<file path="config.mk">
export PLATFORM = sky130hd
export DESIGN_NAME = prog_loader
export DESIGN_NICKNAME = d
export VERILOG_FILES = /design/src/rtl/prog_loader.sv
export SDC_FILE = /design/constraint.sdc
export NUM_CORES = 1
export LEC_CHECK = 0
export ABC_AREA = 0
export CORE_MARGIN = 2
export CORE_UTILIZATION = 60
export CTS_CLUSTER_DIAMETER = 40
export DETAILED_ROUTE_END_ITERATION = 12
export DONT_BUFFER_PORTS = 1
export GPL_ROUTABILITY_DRIVEN = 0
export PLACE_DENSITY = 0.82
export SLEW_MARGIN = 10
export SYNTH_ARGS = -nofsm -noshare
export SYNTH_HDL_FRONTEND = slang
export SYNTH_SLANG_ARGS = --single-unit
export TNS_END_PERCENT = 10
</file>
<file path="constraint.sdc">
create_clock -name clk -period 9.5 [get_ports clk]
set_input_delay 0.475 -clock clk [delete_from_list [all_inputs] [get_ports clk]]
set_output_delay 0.475 -clock clk [all_outputs]
set_load 0.005 [all_outputs]
</file>
<file path="src/rtl/prog_loader.sv">
// Boot/run controller: loads a length-prefixed big-endian byte stream into program
// memory while holding the core in reset, then runs it until halt or cycle limit.
module prog_loader #(
  parameter int          MEM_WORDS  = 64,
  parameter logic [31:0] HALT_INSN  = 32'hFC000000,
  parameter logic [31:0] MAX_CYCLES = 32'd1000000
) (
  input  logic        clk,
  input  logic        reset,
  input  logic        rx_valid,
  input  logic [7:0]  rx_data,
  input  logic [31:0] instruction,
  output logic [31:0] pmemaddr,
  output logic [31:0] pmemdata,
  output logic        pmemwe,
  output logic        cpustate,
  output logic        cpureset,
  output logic        busy,
  output logic        done,
  output logic        error,
  output logic        timeout,
  output logic [31:0] cycles
);

  localparam int KW = $clog2(MEM_WORDS + 1);

  typedef enum logic [2:0] {S_LEN, S_LOAD, S_START, S_RUN, S_HALT, S_ERROR} state_t;

  state_t        state_q, state_d;
  logic [1:0]    byte_cnt_q, byte_cnt_d;
  logic [23:0]   sr_q, sr_d;       // first three bytes of the current length/word
  logic [KW-1:0] last_q, last_d;   // index of the final word (N-1)
  logic [KW-1:0] k_q, k_d;
  logic [31:0]   word;
  logic [31:0]   pmemaddr_d, pmemdata_d, cycles_d;
  logic          pmemwe_d, cpustate_d, cpureset_d, timeout_d;
  logic          busy_d, done_d, error_d;

  assign word = {sr_q, rx_data};

  // NOTE: every signal written here gets a default first, so no path can infer a latch.
  always_comb begin
    state_d    = state_q;
    byte_cnt_d = byte_cnt_q;
    sr_d       = sr_q;
    last_d     = last_q;
    k_d        = k_q;
    pmemaddr_d = pmemaddr;
    pmemdata_d = pmemdata;
    pmemwe_d   = 1'b0;
    cpustate_d = cpustate;
    cpureset_d = cpureset;
    timeout_d  = timeout;
    cycles_d   = cycles;

    unique case (state_q)
      S_LEN: begin
        if (rx_valid) begin
          sr_d       = word[23:0];
          byte_cnt_d = byte_cnt_q + 2'd1;
          if (byte_cnt_q == 2'd3) begin
            if (word == 32'd0 || word > 32'(MEM_WORDS)) begin
              state_d = S_ERROR;
            end else begin
              state_d = S_LOAD;
              last_d  = KW'(word - 32'd1);
              k_d     = '0;
            end
          end
        end
      end
      S_LOAD: begin
        if (rx_valid) begin
          sr_d       = word[23:0];
          byte_cnt_d = byte_cnt_q + 2'd1;
          if (byte_cnt_q == 2'd3) begin
            pmemaddr_d = 32'({k_q, 2'b00});
            pmemdata_d = word;
            pmemwe_d   = 1'b1;
            if (k_q == last_q) state_d = S_START;
            else               k_d     = k_q + 1'b1;
          end
        end
      end
      S_START: begin
        state_d    = S_RUN;
        cpureset_d = 1'b0;
        cpustate_d = 1'b1;
        cycles_d   = '0;
      end
      S_RUN: begin
        // The exiting edge still counts: the core clocks once more on it.
        cycles_d = cycles + 32'd1;
        if (instruction == HALT_INSN) begin
          state_d    = S_HALT;
          cpustate_d = 1'b0;
        end else if (cycles == MAX_CYCLES - 32'd1) begin
          state_d    = S_HALT;
          cpustate_d = 1'b0;
          timeout_d  = 1'b1;
        end
      end
      S_HALT: begin
        if (rx_valid) begin
          state_d    = S_LEN;
          byte_cnt_d = 2'd1;
          sr_d       = word[23:0];
          cpureset_d = 1'b1;
          timeout_d  = 1'b0;
        end
      end
      S_ERROR: ;
      default: state_d = S_ERROR;
    endcase

    busy_d  = (state_d == S_LEN) || (state_d == S_LOAD) || (state_d == S_START);
    done_d  = (state_d == S_HALT);
    error_d = (state_d == S_ERROR);
  end

  // NOTE: sequential state uses non-blocking assignments so all registers update together.
  always_ff @(posedge clk or posedge reset) begin
    if (reset) begin
      state_q    <= S_LEN;
      byte_cnt_q <= '0;
      sr_q       <= '0;
      last_q     <= '0;
      k_q        <= '0;
      pmemaddr   <= '0;
      pmemdata   <= '0;
      pmemwe     <= 1'b0;
      cpustate   <= 1'b0;
      cpureset   <= 1'b1;
      busy       <= 1'b1;
      done       <= 1'b0;
      error      <= 1'b0;
      timeout    <= 1'b0;
      cycles     <= '0;
    end else begin
      state_q    <= state_d;
      byte_cnt_q <= byte_cnt_d;
      sr_q       <= sr_d;
      last_q     <= last_d;
      k_q        <= k_d;
      pmemaddr   <= pmemaddr_d;
      pmemdata   <= pmemdata_d;
      pmemwe     <= pmemwe_d;
      cpustate   <= cpustate_d;
      cpureset   <= cpureset_d;
      busy       <= busy_d;
      done       <= done_d;
      error      <= error_d;
      timeout    <= timeout_d;
      cycles     <= cycles_d;
    end
  end

endmodule

</file>
## Word level (Yosys, flattened, before mapping)

Cells that the tools add are included.

| operators by class | value |
|---|---|
| add/sub/neg operators | 4 |
| $lt $le $gt $ge | 1 |
| bitwise operators | 1 |
| multiplexer cells | 33 |
| equal/unequal tests | 24 |
| reductions and logical operators | 21 |

Operator list:

| operator | number |
|---|---|
| $pmux W32 S2 | 1 |
| $mux W7 | 6 |
| $add A32 B1 Y32 const B | 1 |
| $eq A32 B20 Y1 const B | 1 |
| $eq A32 B32 Y1 const B | 1 |
| $gt A32 B7 Y1 const B | 1 |
| $logic_not A32 Y1 | 1 |
| $mux W3 | 9 |
| $ne A2 B2 Y1 const B | 9 |
| $pmux W3 S6 | 1 |
| $pmux W7 S2 | 1 |
| $eq A3 B3 Y1 const B | 4 |
| $reduce_bool A2 Y1 | 5 |
| $eq A3 B2 Y1 const B | 3 |
| $mux W1 | 9 |
| $reduce_and A4 Y1 | 2 |
| $add A7 B1 Y7 const B | 1 |
| $eq A7 B7 Y1 | 1 |
| $reduce_and A7 Y1 | 1 |
| $sub A7 B1 Y7 const B | 1 |
| $eq A3 B1 Y1 const B | 2 |
| $logic_not A3 Y1 | 2 |
| $pmux W1 S2 | 3 |
| $reduce_and A2 Y1 | 3 |
| other kinds (11) | 15 |

| storage, ports and cells | value |
|---|---|
| flip-flop bits (word level) | 121 |
| logic and storage cells | 99 |
| bits of input ports | 43 |
| output and inout bits | 103 |

## Longest topological paths before layout

| depth | value |
|---|---|
| depth after elaboration | 9 |
| depth in mapped cells | 8 |
| mapped depth without buffers | 6 |

## Least setup slack after synthesis

Ideal clock, no wire load.

| timing | value |
|---|---|
| path kind | input-to-reg |
| start point | in rx_data[0] |
| end point | reg k_q[6] |
| data arrival time | 1.976 ns |
| cell stages on the path | 6 |
| library setup time | 0.125 ns |
| slack | 7.398 ns |
| buffers on the path | 0 |
| path through | inv_1 ha_1 and3b_1 o41ai_4 and4bb_1 mux2_4 |

| between the ends | value |
|---|---|
| word-level cells in the longest chain between the ends | 4 |

RTL lines:

| item | line | source |
|---|---|---|
| start, declared | 11 | `input logic [7:0] rx_data,` |
| $gt A32 B7 Y1 / $logic_not A32 Y1 (equally long branches) | 62 | `if (word == 32'd0 \|\| word > 32'(MEM_WORDS)) begin` |
| $logic_or A1 B1 Y1 (*) | 62 |  |
| $ne A2 B2 Y1 (no source line) (*) | - |  |
| $reduce_and A7 Y1 (no source line) (*) | - |  |
| end signal, assigned | 144 | `k_q <= k_d;` |
| end, declared | 33 | `logic [KW-1:0] k_q, k_d;` |

Every way passes the cells marked *; elsewhere a longest branch is shown, timed or not.
A chain may end at the register's enable or synchronous reset.

## Worst setup path in the final report

| timing | value |
|---|---|
| start point | reg state_q[2] |
| end point | reg cycles[22] |

| between the ends | value |
|---|---|
| word-level cells in the longest chain between the ends | 2 |

RTL lines:

| item | line | source |
|---|---|---|
| start, declared | 29 | `state_t state_q, state_d;` |
| start signal, assigned | 140 | `state_q <= state_d;` |
| $eq A3 B2 Y1 | 56 | `unique case (state_q)` |
| $pmux W32 S2 / $reduce_bool A2 Y1 (equally long branches) | - |  |
| end signal, assigned | 154 | `cycles <= cycles_d;` |
| end, declared | 22 | `output logic [31:0] cycles` |

Parallel ways exist; a longest one is shown, timed or not.

==> run metrics <==
Post-synth EDFFs 0; CTS Buffer Depth 2; Cell variety after synth 52; setup_tns 0 ns; register area share after synthesis 0.522; port bufs 0; CP cell instances nor2b_1, nand3_1, nor4_1, xnor2_1, nor2_1; gr usage total 0.239; Sw Share 0.247; ANT nets after route 0; io pins 146; detailed-route via count 3943; Setup crit start kind flip-flop; Final setup violation count 0; Core Region 0.00933 mm²; via/cell ratio 5.97; post_cts resized 0; worst skew pair latency 0.51 ns; Max Fclk 0.401 GHz; worst stage delay on the critical path 0.73 ns; CP arrival 2.88 ns; pre-CTS setup slack 7.04 ns; RSZ-0062 raised after global routing false; largest net degree at the start of global routing 79; crit-path max FO 15; H-tree levels 4; fin crit period 2.49 ns; CP endpoint kind flip-flop; Worst slew margin 0.248; leakage power 2.96 nW; Root Buffer clkbuf_8; critical path required time 9.89 ns; routed len/inst 18.0 µm; Setup Fix Bufs, Post-CTS 0; chip width 102 µm; DR iter-0 viols 159; Hold Vio Cnt, Final 0; # hold bufs at CTS 1; M3 GR Usage 0.0787; final WL 11.9 mm; cell area after layout 0.00639 mm²; synthesis-stage register bit count 121; routing usage on met2 0.409; Post-Syn Area per Cell 11.3 µm²; Seq pwr share 0.455; drt first pass iters 4; slew of the pin with the lowest slew margin 1.13 ns; die area 0.0105 mm²; dpl cell area 0.00581 mm²; worst hold path type input pin to flip-flop; Syn. warnings 0; post-route clock period utilization 0.263; Area Overhead vs Synth 10.0%; worst setup path class flip-flop to flip-flop; vias in the first global route 3943; layout cells sized above 1 0.211; max cap viols 0; PD cells 179 mW/mm²; Rows 35; grt met1 use 0.286; Int Pwr 860 µW; Net Switching 282 µW; diode count 0; Netlist Area Pre-Place 0.00581 mm²; clock skew 0.00723 ns; Post-DP HPWL 8.30 mm; Nets 566; Reg clk slew, reported paths 0.06 ns; GRT Residual Overflow 0; main flop type after synthesis dfrtp_1; DRC errors left 0; logic gate share of total power 0.019; antenna violations before repair 0; fin. max-slew vios 0; Peak VDD IR 0.109 mV; synthesized netlist cell count 516; CTS Buf Count 17; Clock power frac 0.526; Setup WS post-layout 7.01 ns; asr flop ratio synth 1.00; Initial Util 0.623; GR peak layer met2; TritonCTS Sinks 121; status complete, no violations; Die Y 102 µm; CTS tree yes; Critical-path top delay cell nor2b_1; first-pass GRT wire length 19.3 mm
## flip-flops by register name (all words and copies together), names as in the netlist, 2 cells and up
| register | cells |
|---|---|
| k_q | 7 |
| sr_q | 24 |
| state_q | 3 |
| pmemdata | 32 |
| byte_cnt_q | 2 |
| last_q | 7 |
| pmemaddr | 7 |
| cycles | 32 |
## cell families after synthesis
kind of cell | synth area share
AO/OA/AOI/OAI | 0.0573
AND/OR/NAND/NOR | 0.170
adder cells (fa/ha/maj) | 0.0108
XOR/XNOR | 0.0543
multiplexers | 0.130
other | 0.000646
buffers and inverters | 0.0551
flip-flops | 0.522
## power by group through the flow
| stage | Combinational [mW] | Clock, mW | Sequential [mW] |
|---|---|---|---|
| after floorplan | 0.0249 | 0 | 0.528 |
| after global placement | 0.0212 | 0 | 0.529 |
| after detailed placement | 0.0217 | 0 | 0.529 |
| after CTS | 0.0223 | 0.611 | 0.519 |
| after global routing | 0.0257 | 0.641 | 0.520 |
| final | 0.0217 | 0.601 | 0.520 |
## final cells by class
cell class,count,area (µm²)
Fill cell,679,2940
Timing Repair Buffer,4,32.5
Clock inverter,15,151
Multi-Input combinational cell,363,2550
Tap cell,129,161
Clock buffer,17,414
Sequential cell,121,3030
Inverter,11,43.8
## synth_stat cells (all sizes together), types with 2 or more instances
cell type	n	area, µm²
nand3b	2	15.0
o21ai	20	100
nor3	11	55.1
xnor2	23	201
nor4	30	203
nand4	15	93.8
and4bb	2	25.0
clkbuf	17	63.8
mux2	66	747
buf	28	215
dfrtp	119	2980
inv	11	41.3
nand2b	3	18.8
and3	2	12.5
nor4b	3	26.3
nor2	47	176
and4b	2	20.0
dfstp	2	52.6
and4	5	43.8
nand2	27	101
nor2b	4	25.0
and2	2	12.5
a21oi	13	72.6
or3	4	25.0
a21o	4	30.0
and2b	2	15.0
a21boi	2	18.8
xor2	13	114
ha	5	62.6
nand3	18	95.1
## worst max-delay path: cells and delay by family, from the launching register on
| kind | cells | cell delay, ns |
|---|---|---|
| flops | 1 | 0.49 |
| xor+xnor | 1 | 0.17 |
| simple gates | 4 | 1.71 |
## metal layers
layer | part of all wire | up-vias
met2 | 0.53 | 174
met3 | 0.073 | 9
met4 | 0.0065 | 0
li1 | - | 1799
met5 | 0 | -
met1 | 0.39 | 1961
## metrics by stage
step | power [mW] | util | hold WS, ns | instances
finish | 1.14 | 0.685 | 0.0336 | 660
global route | 1.19 | 0.685 | 0.0100 | 660
CTS | 1.15 | 0.685 | 0.0119 | 660
detailed placement | 0.551 | 0.623 | 0.432 | 627
global placement | 0.550 | 0.623 | 0.429 | 627
floorplan | 0.553 | - | 0.461 | 540
## cells in the final DEF (no fill, tap or decap), types with 3 or more instances in the layout
cell	n
nand2b_1	3
a21oi_1	11
or3_1	4
buf_4	3
inv_6	5
conb_1	25
xor2_1	13
nor3_1	11
and4_1	5
nor4_1	29
nor2_1	46
o21ai_0	20
nand4_1	15
xnor2_1	23
nor4b_1	3
nand3_1	17
inv_8	6
mux2_2	63
ha_1	5
nor2b_1	4
nand2_1	27
a21o_1	4
dfrtp_1	119
inv_1	10
clkbuf_16	16
## path summary, 6_finish.rpt
check / startpoint / end / slack [ns] / depth (start not counted)
max: state_q[2] / cycles[22] / 7.01 / 5
min reg2reg: byte_cnt_q[0] / byte_cnt_q[0] / 0.50 / 1
min: rx_data[0] / last_q[0] / 0.03 / 1
max in group asynchronous: reset / k_q[1] / 7.65 / 3
min in group asynchronous: reset / cycles[14] / 0.50 / 2
max reg2reg: state_q[2] / cycles[22] / 7.01 / 5
No activity file was read; power rests on OpenSTA's default activity.
